--- config.mk ---
export PLATFORM = sky130hd
export DESIGN_NAME = mult_issue_sequencer_flat
export DESIGN_NICKNAME = d
export VERILOG_FILES = /design/src/rtl/mult_issue_sequencer_if.sv /design/src/rtl/mult_issue_sequencer.sv /design/src/flat_wrapper.sv
export SDC_FILE = /design/constraint.sdc
export NUM_CORES = 1
export LEC_CHECK = 0
export BUFFER_PORTS_ARGS = -buffer_cell sky130_fd_sc_hd__buf_2
export CORE_MARGIN = 3
export CORE_UTILIZATION = 45
export CTS_BUF_LIST = sky130_fd_sc_hd__clkbuf_16
export CTS_CLUSTER_SIZE = 10
export DETAILED_ROUTE_END_ITERATION = 6
export MAX_ROUTING_LAYER = met4
export PLACE_DENSITY = 0.71
export SLEW_MARGIN = 20
export SYNTH_ARGS = -nofsm -noshare
export SYNTH_HDL_FRONTEND = slang
export SYNTH_SLANG_ARGS = --single-unit
--- constraint.sdc ---
create_clock -name clock -period 2.2 [get_ports clock]
set_clock_uncertainty 0.2 [all_clocks]
set_input_delay 0 -clock clock [delete_from_list [all_inputs] [get_ports clock]]
set_output_delay 0 -clock clock [all_outputs]
set_load 0.01 [all_outputs]
--- src/rtl/mult_issue_sequencer_if.sv ---
// Handshake bundle between the operand producer, the issue sequencer,
// the downstream sequential multiplier and the result consumer.
interface mult_issue_sequencer_if #(
    parameter int WIDTH = 5
);
    logic                 in_valid;
    logic                 in_ready;
    logic [WIDTH-1:0]     in_multiplicand;
    logic [WIDTH-1:0]     in_multiplier;
    logic                 mul_start;
    logic [WIDTH-1:0]     mul_multiplicand;
    logic [WIDTH-1:0]     mul_multiplier;
    logic                 mul_ready;
    logic [2*WIDTH-1:0]   mul_product;
    logic                 out_valid;
    logic                 out_ready;
    logic [2*WIDTH-1:0]   out_product;
    logic [7:0]           done_count;

    modport slave (
        input  in_valid, in_multiplicand, in_multiplier, mul_ready, mul_product, out_ready,
        output in_ready, mul_start, mul_multiplicand, mul_multiplier, out_valid, out_product,
               done_count
    );

    modport master (
        output in_valid, in_multiplicand, in_multiplier, mul_ready, mul_product, out_ready,
        input  in_ready, mul_start, mul_multiplicand, mul_multiplier, out_valid, out_product,
               done_count
    );
endinterface

--- src/rtl/mult_issue_sequencer.sv ---
// Queues operand pairs and feeds them one at a time to a sequential multiplier,
// holding each product until the consumer takes it.
module mult_issue_sequencer #(
    parameter int WIDTH = 5,
    parameter int DEPTH = 4
) (
    input  logic                   clock,
    input  logic                   reset,
    mult_issue_sequencer_if.slave  bus
);
    localparam int AW = $clog2(DEPTH);

    typedef struct packed {
        logic [WIDTH-1:0] mcand;
        logic [WIDTH-1:0] mplier;
    } pair_t;

    typedef enum logic [2:0] {IDLE, START, WAIT_BUSY, WAIT_DONE, HOLD} state_t;

    state_t             state, state_nxt;
    pair_t              mem [DEPTH];
    logic [AW:0]        wr_ptr, rd_ptr;
    logic               full, empty, push, pop;
    logic [WIDTH-1:0]   op_a, op_b;
    logic [2*WIDTH-1:0] prod_q;
    logic [7:0]         done_q;

    // Extra pointer bit tells full from empty when the index bits match.
    assign empty = (wr_ptr == rd_ptr);
    assign full  = (wr_ptr[AW] != rd_ptr[AW]) && (wr_ptr[AW-1:0] == rd_ptr[AW-1:0]);

    assign bus.in_ready = !full && !reset;
    assign push         = bus.in_valid && bus.in_ready;
    assign pop          = (state == IDLE) && !empty && bus.mul_ready;

    always_comb begin
        state_nxt = state;
        case (state)
            IDLE:      if (pop) state_nxt = START;
            START:     state_nxt = WAIT_BUSY;
            WAIT_BUSY: if (!bus.mul_ready) state_nxt = WAIT_DONE;
            WAIT_DONE: if (bus.mul_ready) state_nxt = HOLD;
            HOLD:      if (bus.out_ready) state_nxt = IDLE;
            default:   state_nxt = IDLE;
        endcase
    end

    always_ff @(posedge clock) begin
        if (reset) state <= IDLE;
        else       state <= state_nxt;
    end

    always_ff @(posedge clock) begin
        if (reset) begin
            wr_ptr <= '0;
            rd_ptr <= '0;
        end else begin
            if (push) wr_ptr <= wr_ptr + 1'b1;
            if (pop)  rd_ptr <= rd_ptr + 1'b1;
        end
    end

    always_ff @(posedge clock) begin
        if (push) mem[wr_ptr[AW-1:0]] <= '{mcand: bus.in_multiplicand, mplier: bus.in_multiplier};
    end

    // Operands load only on pop, so they stay put for the whole run.
    always_ff @(posedge clock) begin
        if (reset) begin
            op_a   <= '0;
            op_b   <= '0;
            prod_q <= '0;
            done_q <= '0;
        end else begin
            if (pop) begin
                op_a <= mem[rd_ptr[AW-1:0]].mcand;
                op_b <= mem[rd_ptr[AW-1:0]].mplier;
            end
            if (state == WAIT_DONE && bus.mul_ready) prod_q <= bus.mul_product;
            if (state == HOLD && bus.out_ready)      done_q <= done_q + 8'd1;
        end
    end

    assign bus.mul_start        = (state == START);
    assign bus.mul_multiplicand = op_a;
    assign bus.mul_multiplier   = op_b;
    assign bus.out_valid        = (state == HOLD);
    assign bus.out_product      = prod_q;
    assign bus.done_count       = done_q;
endmodule

--- src/flat_wrapper.sv ---
// flat-port wrapper written by rule: the top's interface ports become plain ports
module mult_issue_sequencer_flat 
#(
    parameter int WIDTH = 5,
    parameter int DEPTH = 4
)
  (clock, reset, bus_in_valid, bus_in_multiplicand, bus_in_multiplier, bus_mul_ready, bus_mul_product, bus_out_ready, bus_in_ready, bus_mul_start, bus_mul_multiplicand, bus_mul_multiplier, bus_out_valid, bus_out_product, bus_done_count);
  mult_issue_sequencer_if #(.WIDTH(WIDTH)) bus_i ();
  input  logic clock;
  input  logic reset;
  input wire logic [$bits(bus_i.in_valid)-1:0] bus_in_valid;
  input wire logic [$bits(bus_i.in_multiplicand)-1:0] bus_in_multiplicand;
  input wire logic [$bits(bus_i.in_multiplier)-1:0] bus_in_multiplier;
  input wire logic [$bits(bus_i.mul_ready)-1:0] bus_mul_ready;
  input wire logic [$bits(bus_i.mul_product)-1:0] bus_mul_product;
  input wire logic [$bits(bus_i.out_ready)-1:0] bus_out_ready;
  output wire logic [$bits(bus_i.in_ready)-1:0] bus_in_ready;
  output wire logic [$bits(bus_i.mul_start)-1:0] bus_mul_start;
  output wire logic [$bits(bus_i.mul_multiplicand)-1:0] bus_mul_multiplicand;
  output wire logic [$bits(bus_i.mul_multiplier)-1:0] bus_mul_multiplier;
  output wire logic [$bits(bus_i.out_valid)-1:0] bus_out_valid;
  output wire logic [$bits(bus_i.out_product)-1:0] bus_out_product;
  output wire logic [$bits(bus_i.done_count)-1:0] bus_done_count;
  assign bus_i.in_valid = bus_in_valid;
  assign bus_i.in_multiplicand = bus_in_multiplicand;
  assign bus_i.in_multiplier = bus_in_multiplier;
  assign bus_i.mul_ready = bus_mul_ready;
  assign bus_i.mul_product = bus_mul_product;
  assign bus_i.out_ready = bus_out_ready;
  assign bus_in_ready = bus_i.in_ready;
  assign bus_mul_start = bus_i.mul_start;
  assign bus_mul_multiplicand = bus_i.mul_multiplicand;
  assign bus_mul_multiplier = bus_i.mul_multiplier;
  assign bus_out_valid = bus_i.out_valid;
  assign bus_out_product = bus_i.out_product;
  assign bus_done_count = bus_i.done_count;
  mult_issue_sequencer #(.WIDTH(WIDTH), .DEPTH(DEPTH)) u_core (.clock(clock), .reset(reset), .bus(bus_i));
endmodule
==> impl_metrics.csv <==
group,metric,value,unit
detailed_routing,drt_iter0_drc,63,
cells_and_area,drive_gt1_share,28.4,%
pwr,p_switching,820,uW
pwr,p_int,2.82,mW
sta,max_freq,484,MHz
synth,syn_inst,252,
worst_setup_path,critPathRequiredTime,2.21,ns
sta,tightest_slew,0.485,ns
worst_setup_path,worstPathMaxFanout,5,
worst_setup_path,crit_path_start_kind,"flop",
clocking,cts_max_level,3,
placed_design,placed_cell_area,3630,um^2
detailed_routing,num_vias,2201,
placed_design,hpwl,4040,um
cells_and_area,n_antenna_cell,0,
floorplanning,std_cell_rows,30,
min_path,holdCritPathClass,"primary input to flop",
worst_setup_path,crit_path_cell_trace,"xnor2_1, o31a_1, mux2_1, dlygate4sd3_1",
global_route,antenna_found_initial,0,
floorplanning,die_h,90.5,um
pwr,power_per_cell_area,867,nW/um^2
placed_design,routabilityCongestion,0.745,
global_route,grt_max_degree,28,
flow_run,maxCapViolations,0,
sta,setup_tns,0,ns
min_path,hold_depth,2,
cells_and_area,fin_area,4200,um^2
detailed_routing,drt_pass1_iterations,4,
synth,synth_nets,283,
global_route,grt_pass1_vias,2197,
detailed_routing,routed_wl,6180,um
floorplanning,core_area,6870,um^2
synth,mappedNetlistArea,3210,um^2
floorplanning,die_w,90.5,um
clocking,cts_buffers,9,
detailed_routing,wire_per_inst,13.9,um
global_route,overflow,0,
detailed_routing,antenna_left,0,
global_route,track_usage,16.3,%
clocking,cts_tree,"built",
synth,ys_top_cells_by_area,"edfxtp_1 37%, dfxtp_1 23%, mux4_2 7.0%",
synth,synthArstFlopShare,0,%
pwr,p_leak,1.70,nW
pwr,clockPowerShare,41.9,%
worst_setup_path,crit_path_end_kind,"flop",
clocking,clock-sinks,77,
synth,yosysTopAreaCell,"edfxtp_1",
worst_setup_path,crit_arrival,2.07,ns
worst_setup_path,critPathSlowestCell,"dlygate4sd3_1",
sta,finalCriticalPeriod,2.06,ns
worst_setup_path,path_class,"flop to flop",
floorplanning,start_util,46.8,%
sta,fin_crit_sh,93.8,%
clocking,cts_resized,0,
sta,setup_viol,0,
worst_setup_path,reg2reg_depth,4,
synth,synthDistinctLibCells,47,
synth,synth-edff-count,40,
detailed_routing,drc,0,
run_status,outcome,"complete, no violations",
pwr,combPwrFrac,13.6,%
worst_setup_path,critPathMaxStageDelay,0.55,ns
floorplanning,dieArea,8190,um^2
synth,yosysWarnings,0,
clocking,clk_pin_slew_worst_paths,0.06,ns
pwr,peakVddDrop,0.000573,V
sta,rsz0062_at_grt,"no",
synth,syn_area_per_cell,12.7,um^2
synth,ys_seq_area_share,60.5,%
synth,yosysTopAreaCellShare,37.4,%
global_route,grt_pass1_wl,10300,um
cells_and_area,final_net_count,375,
sta,final-hold-violation-count,0,
detailed_routing,routed_via_density,4.96,
sta,maxSlewViolCount,0,
cells_and_area,area_delta_synth_final,30.7,%
synth,synthFlopType,"edfxtp_1",
synth,ys_ff_latch,77,
sta,slew_headroom,67.4,%
placed_design,portBuffers,55,
pwr,p_sw_share,22.5,%
clocking,cts_buffer_depth,2,
floorplanning,num_io_pins,56,
clocking,clk_latency,0.32,ns
clocking,clock-root-buffer,"clkbuf_16",
pwr,seqPwrFrac,44.4,%
[final timing paths]
check | start | endpoint | slack (ns)
hold reg to reg | u_core.bus.out_product[2] | u_core.bus.out_product[2] | 0.25
setup reg to reg | u_core.wr_ptr[2] | u_core.wr_ptr[0] | 0.14
setup / recovery | u_core.wr_ptr[2] | u_core.wr_ptr[0] | 0.14
hold / removal | bus_in_multiplier[0] | u_core.mem[3][0] | 0.23
[synthesized netlist by cell type, types with 2 or more instances]
master / instances
mux2_1: 3
mux2_2: 2
clkbuf_1: 7
nor4_1: 3
o21ai_0: 3
edfxtp_1: 40
inv_1: 8
xnor2_1: 2
nor2b_1: 3
or3_1: 3
mux2i_1: 13
dfxtp_1: 37
nand4_1: 2
mux4_2: 10
nor2_1: 11
nand2_1: 46
clkbuf_8: 2
buf_2: 2
a21oi_1: 14
xor2_1: 4
and3_1: 5
a211oi_1: 2
ha_1: 6
[worst max-delay path, delay by kind of cell (launching register included)]
family	cells	cell delay (ns)
AO/OA/AOI/OAI	1	0.36
XOR/XNOR	1	0.12
multiplexers	1	0.32
buffers and inverters	1	0.55
flip-flops	1	0.42
[logic make-up (layout without fill, tap and decap cells)]
| kind of cell | after synthesis | after routing | synth area share [%] |
|---|---|---|---|
| simple gates | 85 | 85 | 13.0 |
| xor+xnor | 7 | 7 | 2.14 |
| compound gates | 28 | 28 | 5.84 |
| fa+ha+maj | 6 | 6 | 2.34 |
| mux | 28 | 28 | 12.8 |
| buf+inv | 21 | 117 | 3.39 |
| flops | 77 | 77 | 60.5 |
[power groups by stage]
stage                     clock (mW)  sequential [mW]  combinational [mW]
after floorplan                    0             1.66               0.315
after global placement             0             1.64               0.458
after detailed placement           0             1.65               0.465
after CTS                       1.56             1.62               0.502
after global routing            1.63             1.63               0.544
final                           1.53             1.62               0.496
[sequential cells by signal, indices dropped and copies added, names as in the netlist]
| signal | flops |
|---|---|
| u_core.bus.out_product | 10 |
| u_core.bus.done_count | 8 |
| u_core.mem | 40 |
| u_core.bus.mul_multiplier | 5 |
| u_core.state | 3 |
| u_core.bus.mul_multiplicand | 5 |
| u_core.rd_ptr | 3 |
| u_core.wr_ptr | 3 |
[what timing repair did]
item	4_1_cts	5_1_grt
setup buffers	0	1
endpoints found under the setup margin	0	1
hold buffers	25	0
endpoints found under the hold margin	58	0
[stage by stage]
stage | cells | hold slack [ns] | setup WS (ns) | total power, mW | utilization, %
finish | 444 | 0.233 | 0.136 | 3.64 | 61.1
global placement | 403 | 0.0150 | 0.334 | 2.10 | 52.8
CTS | 443 | 0.223 | 0.0847 | 3.68 | 61.0
floorplan | 252 | -0.101 | 0.279 | 1.98 | -
detailed placement | 403 | 0.0237 | 0.305 | 2.11 | 52.8
global route | 444 | 0.237 | 0.0517 | 3.80 | 61.1
[cells in the final DEF, fill, tap and decap left out, drive strengths merged, types with 4 or more instances in the layout]
master / n
dfxtp: 37
nor2: 11
mux2: 5
mux2i: 13
buf: 69
xor2: 4
clkbuf: 9
ha: 6
and3: 5
edfxtp: 40
mux4: 10
inv: 9
a21oi: 14
dlygate4sd3: 25
nand2: 46
[metal layers]
layer | up-vias | global-route usage (%) | routed length, um | share of wire, %
met4 | 0 | 5.36 | 32 | 0.52
li1 | 1098 | - | - | -
met2 | 52 | 27.2 | 3070 | 50
met5 | - | - | 0 | 0
met1 | 1047 | 19.7 | 2760 | 45
met3 | 4 | 3.33 | 316 | 5.1
[final cells by class]
class	instances	area (um^2)
multi-input cells	154	1160
repair buffers	94	631
clock inverters	6	87.6
clock buffers	9	225
fillers	549	2670
inverters	8	30.0
flip-flops and latches	77	1940
well taps	96	120
Power figures use the tool's default switching activity.
